$ cat config.mk
export PLATFORM = sky130hd
export DESIGN_NAME = gbuf_acc_drain
export DESIGN_NICKNAME = d
export VERILOG_FILES = /design/src/rtl/gbuf_acc_drain.sv
export SDC_FILE = /design/constraint.sdc
export NUM_CORES = 1
export LEC_CHECK = 0
export ABC_AREA = 0
export CORE_ASPECT_RATIO = 0.9
export CORE_MARGIN = 3
export CORE_UTILIZATION = 35
export CTS_CLUSTER_SIZE = 16
export DETAILED_ROUTE_END_ITERATION = 10
export SYNTH_ARGS = -nofsm -noshare
export SYNTH_HDL_FRONTEND = slang
export SYNTH_SLANG_ARGS = --single-unit
$ cat constraint.sdc
create_clock -name clk -period 3.1 [get_ports clk]
set_input_delay 0.62 -clock clk [delete_from_list [all_inputs] [get_ports clk]]
set_output_delay 0.62 -clock clk [all_outputs]
set_load 0.02 [all_outputs]
$ cat src/rtl/gbuf_acc_drain.sv
// Drains a contiguous range of the accumulating global buffer onto a valid/ready stream,
// optionally zeroing each entry after it is read.
module gbuf_acc_drain #(
  parameter int unsigned ADDR_BITS = 8,
  parameter int unsigned DATA_BITS = 128
) (
  input  logic                 clk,
  input  logic                 rst_n,
  input  logic                 start,
  input  logic [ADDR_BITS-1:0] base_addr,
  input  logic [ADDR_BITS:0]   count,
  input  logic                 clear_en,
  output logic                 busy,
  output logic                 done,
  output logic                 ram_en,
  output logic                 wr_en,
  output logic                 acc_mode,
  output logic [ADDR_BITS-1:0] index,
  output logic [DATA_BITS-1:0] ram_wdata,
  input  logic [DATA_BITS-1:0] ram_rdata,
  output logic                 out_valid,
  input  logic                 out_ready,
  output logic [DATA_BITS-1:0] out_data
);

  typedef enum logic [1:0] {StIdle, StRd, StCap, StFlush} state_e;

  state_e               state_q, state_d;
  logic [ADDR_BITS-1:0] ptr_q, ptr_d;
  logic [ADDR_BITS:0]   rem_q, rem_d;
  logic                 clr_q, clr_d;
  logic                 zero_done_q, zero_done_d;
  logic                 rd_pend_q;

  logic [DATA_BITS-1:0] fifo_q [2];
  logic                 wptr_q, rptr_q;
  logic [1:0]           cnt_q;

  logic       push, pop, credit, issue_rd, flush_ok;
  logic [1:0] occ_next;

  assign out_valid = (cnt_q != 2'd0);
  assign out_data  = out_valid ? fifo_q[rptr_q] : '0;
  assign push      = rd_pend_q;
  assign pop       = out_valid && out_ready;

  // A same-cycle pop frees its slot, which keeps back-to-back reads at one per cycle.
  assign occ_next = cnt_q - {1'b0, pop};
  assign credit   = (occ_next + {1'b0, rd_pend_q}) < 2'd2;
  assign issue_rd = (state_q == StRd) && credit;
  assign flush_ok = (state_q == StFlush) && !rd_pend_q && (cnt_q == 2'd0);

  always_ff @(posedge clk or negedge rst_n) begin
    if (!rst_n) begin
      state_q <= StIdle;
    end else begin
      state_q <= state_d;
    end
  end

  always_comb begin
    state_d     = state_q;
    ptr_d       = ptr_q;
    rem_d       = rem_q;
    clr_d       = clr_q;
    zero_done_d = 1'b0;
    unique case (state_q)
      StIdle: begin
        if (start) begin
          if (count != '0) begin
            state_d = StRd;
            ptr_d   = base_addr;
            rem_d   = count;
            clr_d   = clear_en;
          end else begin
            zero_done_d = 1'b1;
          end
        end
      end
      StRd: begin
        if (credit) begin
          ptr_d = ptr_q + ADDR_BITS'(1);
          rem_d = rem_q - (ADDR_BITS+1)'(1);
          if (clr_q) begin
            state_d = StCap;
          end else if (rem_q == (ADDR_BITS+1)'(1)) begin
            state_d = StFlush;
          end
        end
      end
      StCap: begin
        state_d = (rem_q != '0) ? StRd : StFlush;
      end
      StFlush: begin
        if (flush_ok) begin
          state_d = StIdle;
        end
      end
      default: state_d = StIdle;
    endcase
  end

  always_comb begin
    busy      = (state_q != StIdle);
    done      = flush_ok || zero_done_q;
    ram_en    = 1'b0;
    wr_en     = 1'b0;
    acc_mode  = 1'b0;
    index     = '0;
    ram_wdata = '0;
    unique case (state_q)
      StRd: begin
        ram_en = credit;
        index  = credit ? ptr_q : '0;
      end
      StCap: begin
        // ptr has already advanced past the entry just read.
        ram_en = 1'b1;
        wr_en  = 1'b1;
        index  = ptr_q - ADDR_BITS'(1);
      end
      default: ;
    endcase
  end

  always_ff @(posedge clk or negedge rst_n) begin
    if (!rst_n) begin
      ptr_q       <= '0;
      rem_q       <= '0;
      clr_q       <= 1'b0;
      zero_done_q <= 1'b0;
      rd_pend_q   <= 1'b0;
    end else begin
      ptr_q       <= ptr_d;
      rem_q       <= rem_d;
      clr_q       <= clr_d;
      zero_done_q <= zero_done_d;
      rd_pend_q   <= issue_rd;
    end
  end

  always_ff @(posedge clk or negedge rst_n) begin
    if (!rst_n) begin
      fifo_q[0] <= '0;
      fifo_q[1] <= '0;
      wptr_q    <= 1'b0;
      rptr_q    <= 1'b0;
      cnt_q     <= 2'd0;
    end else begin
      if (push) begin
        fifo_q[wptr_q] <= ram_rdata;
        wptr_q         <= ~wptr_q;
      end
      if (pop) begin
        rptr_q <= ~rptr_q;
      end
      cnt_q <= cnt_q + 2'(push) - 2'(pop);
    end
  end

endmodule

== Word-level counts from Yosys, hierarchy flattened ==
Index checks and enable logic that the tools add are counted.

* Flip-flop bits (word level): 282
* Input bits: 150

* Add/subtract/negate cells: 7
* Reduce and logical (&&, ||, !) cells: 17
* Muxes and demuxes: 30
* Bitwise operators: 4
* Equality and inequality tests: 9
* $lt $le $gt $ge: 4

{| class="wikitable"
|+ Operator list
! cell !! number
|-
| $mux W128 || 5
|-
| $bwmux W256 || 1
|-
| $demux W128 S1 || 1
|-
| $mux W8 || 4
|-
| $pmux W8 S2 || 2
|-
| $mux W9 || 3
|-
| $pmux W9 S2 || 1
|-
| $reduce_bool A9 Y1 || 2
|-
| $mux W2 || 7
|-
| $eq A9 B1 Y1 const B || 1
|-
| $sub A9 B1 Y9 const B || 1
|-
| $add A8 B1 Y8 const B || 1
|-
| $ne A2 B2 Y1 const B || 4
|-
| $pmux W2 S4 || 1
|-
| $sub A8 B1 Y8 const B || 1
|-
| $reduce_bool A2 Y1 || 3
|-
| $logic_and A1 B1 Y1 || 5
|-
| $reduce_and A5 Y1 || 1
|-
| $add A2 B1 Y2 || 2
|-
| $eq A2 B2 Y1 const B || 2
|-
| $ge A2 B2 Y1 const B || 2
|-
| $logic_not A2 Y1 || 2
|-
| $mux W1 || 4
|-
| $not A1 Y2 || 2
|-
| other kinds (11) || 13
|}

== Depth between registers and ports, before layout ==
* Depth after elaboration: 7
* Gate-level depth with buffers: 12
* Gate-level depth less buffers: 11

== Least setup slack after synthesis ==
No wires, ideal clock.

* Kind: flip-flop to output port
* Start: register cnt_q[1]
* End: output index[2]
* Path buffers: 0
* Cell stages (with the launch flop): 12
* Arrival time: 2663 ps
* Data required time: 2480 ps
* Setup slack: -183 ps
* Cell sequence: dfrtp_1 nor2_1 inv_1 and2_1 ha_1 inv_1 ha_1 xnor3_1 inv_1 nor2_1 o21ai_0 a21boi_0

* Longest elaborated chain between the ends: 7

{| class="wikitable"
|+ Ends and longest elaborated chain
! element !! RTL line !! text
|-
| from (decl) || 37 || <nowiki>logic [1:0] cnt_q;</nowiki>
|-
| from (signal assigned) || 157 || <nowiki>cnt_q <= cnt_q + 2'(push) - 2'(pop);</nowiki>
|-
| $reduce_bool A2 Y1 || 42 || <nowiki>assign out_valid = (cnt_q != 2'd0);</nowiki>
|-
| via out_valid || 21 || <nowiki>output logic out_valid,</nowiki>
|-
| $logic_and A1 B1 Y1 || 45 || <nowiki>assign pop = out_valid && out_ready;</nowiki>
|-
| via pop || 39 || <nowiki>logic push, pop, credit, issue_rd, flush_ok;</nowiki>
|-
| $sub A2 B1 Y2 || 48 || <nowiki>assign occ_next = cnt_q - {1'b0, pop};</nowiki>
|-
| $add A2 B1 Y2 || 49 || <nowiki>assign credit = (occ_next + {1'b0, rd_pend_q}) < 2'd2;</nowiki>
|-
| $lt A2 B2 Y1 || 49 ||
|-
| $mux W8 || 114 || <nowiki>index = credit ? ptr_q : '0;</nowiki>
|-
| $pmux W8 S2 || 111 || <nowiki>unique case (state_q)</nowiki>
|-
| to (decl) || 18 || <nowiki>output logic [ADDR_BITS-1:0] index,</nowiki>
|}

The timed path passes the listed nets, and every way through them passes these cells.

== Worst setup path after layout ==
* Start: register cnt_q[1]
* End: output index[0]

* Longest elaborated chain between the ends: 7

{| class="wikitable"
|+ Ends and longest elaborated chain
! element !! RTL line
|-
| $reduce_bool A2 Y1 || 42
|-
| $logic_and A1 B1 Y1 || 45
|-
| via pop || 39
|-
| $sub A2 B1 Y2 || 48
|-
| $add A2 B1 Y2 || 49
|-
| $lt A2 B2 Y1 || 49
|-
| $mux W8 || 114
|-
| $pmux W8 S2 || 111
|}

The timed path passes the listed nets, and every way through them passes these cells.

==> flow_metrics.env <==
export IMPL_async_flop_share_pct=100
export IMPL_wl_per_cell_um=17.2
export IMPL_die_h_um=198
export IMPL_clockBufferDepth=3
export IMPL_yosys_cell_types_count=53
export IMPL_dieArea_um2=43200
export IMPL_final_cell_area_um2=18900
export IMPL_min_path_type="primary input to async pin"
export IMPL_crit_slowest_cell="dfrtp_1"
export IMPL_synth_edf_count=0
export IMPL_power_density_nw_per_um2=1230
export IMPL_grt_pass1_wl_mm=54.4
export IMPL_num_antenna_cells=0
export IMPL_drc=0
export IMPL_leakage_uw=0.00857
export IMPL_place_congestion=0.797
export IMPL_synth_area_per_cell_um2=11.9
export IMPL_start_kind="register"
export IMPL_critical_path_most_common_cell="inv_2"
export IMPL_crit_family="simple AND/OR/NAND/NOR gates"
export IMPL_grt_usage_pct=15.5
export IMPL_crit_fanout=5
export IMPL_finish_utilization_pct=47.4
export IMPL_most_common_layout_cells="dfrtp_1 (281), mux2_2 (257), clkdlybuf4s50_1 (254)"
export IMPL_r2r_start="cnt_q[1]"
export IMPL_violations="negative setup slack"
export IMPL_die_w_um=219
export IMPL_final_nets=1666
export IMPL_ant_nets=0
export IMPL_cts_sinks=282
export IMPL_yosysWarnings=0
export IMPL_dp_hpwl_mm=23.5
export IMPL_grt_ovfl_total=0
export IMPL_period_minus_slack_ps=3260
export IMPL_ys_ff_latch=282
export IMPL_max_freq_mhz=307
export IMPL_slew_violations=0
export IMPL_hold_viol=0
export IMPL_synth_area_um2=14300
export IMPL_antenna_found_initial=3
export IMPL_fillers=3672
export IMPL_first_global_vias=9965
export IMPL_cts_made_buffers=31
export IMPL_finalWorstSetupSlack_ps=-160
export IMPL_portBuffers=290
export IMPL_critPathCaptureType="output port"
export IMPL_finalSetupTns_ps=-1260
export IMPL_cts_tree="yes"
export IMPL_ioPinCount=420
export IMPL_cp_arrival_ps=2640
export IMPL_placed_area_um2=17500
export IMPL_path_clk_slew_ps=60
export IMPL_clk_latency_ps=560
export IMPL_layout_drive_gt1_share_pct=26.2
export IMPL_area_growth_syn_to_layout_pct=32.6
export IMPL_skew_ps=12.6
export IMPL_rsz0062_at_grt="yes"
export IMPL_vias=9710
export IMPL_cpPeakStageDelay_ps=410
export IMPL_critPathKind="register to output port"
export IMPL_irDropWorstVdd_v=0.000674
export IMPL_drt_initial_drc_count=405
export IMPL_fin_crit_sh_pct=105
export IMPL_drt_vias_per_instance=4.71
export IMPL_cts_root_buf="clkbuf_16"
export IMPL_slew_headroom_pct=23.8
export IMPL_synthCells=1195
export IMPL_rows=69
export IMPL_final_common_cell="dfrtp_1"
export IMPL_timing_hold_ws_ps=73.4
export IMPL_routed_wl_mm=35.4
export IMPL_dr_pass1_iters=6
export IMPL_grt_max_degree=87
export IMPL_worstPathRequired_ps=2480
export IMPL_outcome="finished, violations left"
export IMPL_cp_num_buf_inv=5
export IMPL_htreeDepth=1
export IMPL_cp_startpoint="cnt_q[1]"
export IMPL_coreArea_um2=39900
export IMPL_cts_hold_buf=0
export IMPL_synth_yosys_seq_area_share_pct=49.5
export IMPL_initial_utilization_pct=35.8
export IMPL_setup_viol=9
export IMPL_path_cells="nor2_4 > inv_2 > and2_4 > ha_4 > inv_2 > ha_4 > xnor3_1 > inv_2 > nor2_4 > buf_6 > mux2i_1 > nor2b_1 > buf_4"
export IMPL_dominantRegCellSynth="dfrtp_1"
export IMPL_cap_violations=0
export IMPL_worst_pin_slew_ps=1140
[repair_timing]
item / in CTS / in global routing
hold endpoints to repair: 0 / 0
gates resized for setup: 71 / 34
buffers inserted: 9 / 3
pin swaps: 12 / 7
gates cloned: 1 / 1
endpoints found under the setup margin: 138 / 16
[cells by family (layout without fill, tap and decap cells)]
logic type                 after synthesis  after routing  synth area share [%]
adders and majority gates               12             12                  1.05
and+or+nand+nor                        226            226                  7.09
DFF                                    282            282                  49.5
AOI/OAI and AO/OA                       64             64                  3.10
other                                    1            129                0.0263
buffers and inverters                  215            420                  9.25
xor gates and xnor gates                 5              5                 0.403
muxes                                  390            390                  29.6
[worst reg2reg max path, cell delays in order (launching register included)]
cell and delay, ps:
dfrtp_1 410, nor2_4 130, inv_2 40, and2_4 140, ha_4 260, inv_2 40, ha_4 140, xnor3_1 230
buf_4 120, buf_4 100, mux2i_1 70, buf_4 210, or4_1 510, nand3_1 90
[synth_stat cells (all sizes together), types with 2 or more instances]
master	number	share of area, %
dfrtp	282	49
mux2	257	20
buf	162	7.9
nor2	141	3.7
mux2i	133	9.3
clkbuf	39	1.0
nor3	17	0.60
nand3	16	0.56
a21oi	15	0.53
nand2	14	0.37
inv	13	0.34
o21ai	13	0.46
ha	12	1.1
and3	6	0.26
nor2b	6	0.26
nor4	6	0.31
a21boi	5	0.26
or4	5	0.26
a211oi	4	0.21
a32oi	4	0.25
o32ai	4	0.25
nand2b	3	0.13
nor4b	3	0.18
xor2	3	0.18
a22oi	2	0.11
a311o	2	0.14
a41oi	2	0.12
nand3b	2	0.11
nand4	2	0.088
o21a	2	0.11
or3b	2	0.12
[per-layer routing]
metal | routed length (µm) | up-vias | GRT usage (%)
li1 | - | 4536 | -
met1 | 15300 | 4850 | 20.4
met2 | 16700 | 269 | 25.2
met3 | 2710 | 51 | 4.88
met4 | 704 | 4 | 3.29
met5 | 15 | - | 0
[registers in the layout (all words and copies together) (netlist names)]
name	count
fifo_q	256
rem_q	9
ptr_q	8
cnt_q	2
state_q	2
clr_q	1
push	1
rptr_q	1
wptr_q	1
zero_done_q	1
[metrics by stage]
step | std cells | setup WS, ps | total power (µW)
3_5_place_dp | 1989 | -580 | 19200
5_1_grt | 2060 | -320 | 24800
4_1_cts | 2056 | -211 | 23500
3_3_place_gp | 1989 | -563 | 19000
6_report | 2060 | -160 | 23200
2_1_floorplan | 1323 | 92.9 | 14100
[final cells by class]
class / instances / area [µm²] / share of cell area (%)
flip-flops and latches: 282 / 7060 / 37.3
clock buffers: 48 / 930 / 4.91
inverters: 14 / 52.6 / 0.278
multi-input cells: 826 / 6470 / 34.2
clock inverters: 9 / 149 / 0.787
well taps: 532 / 666 / 3.52
repair buffers: 349 / 3590 / 19.0
[power breakdown]
group          switching [µW]  leakage, µW  internal, µW
sequential               1070      0.00329          5600
clock                    1480     0.000533          2380
combinational            6350      0.00475          6370
[path summary, 6_finish.rpt]
check                                    to  slack (ps)  cells past startpoint
worst max-delay path               index[0]        -160                     13
worst min-delay path            fifo_q[191]          70                      1
worst max register to register     ptr_q[7]         540                     13
worst min register to register   fifo_q[84]         500                      1
max in group asynchronous       fifo_q[241]        2240                      2
min in group clk                 fifo_q[84]         500                      1
Power figures use the tool's default switching activity.
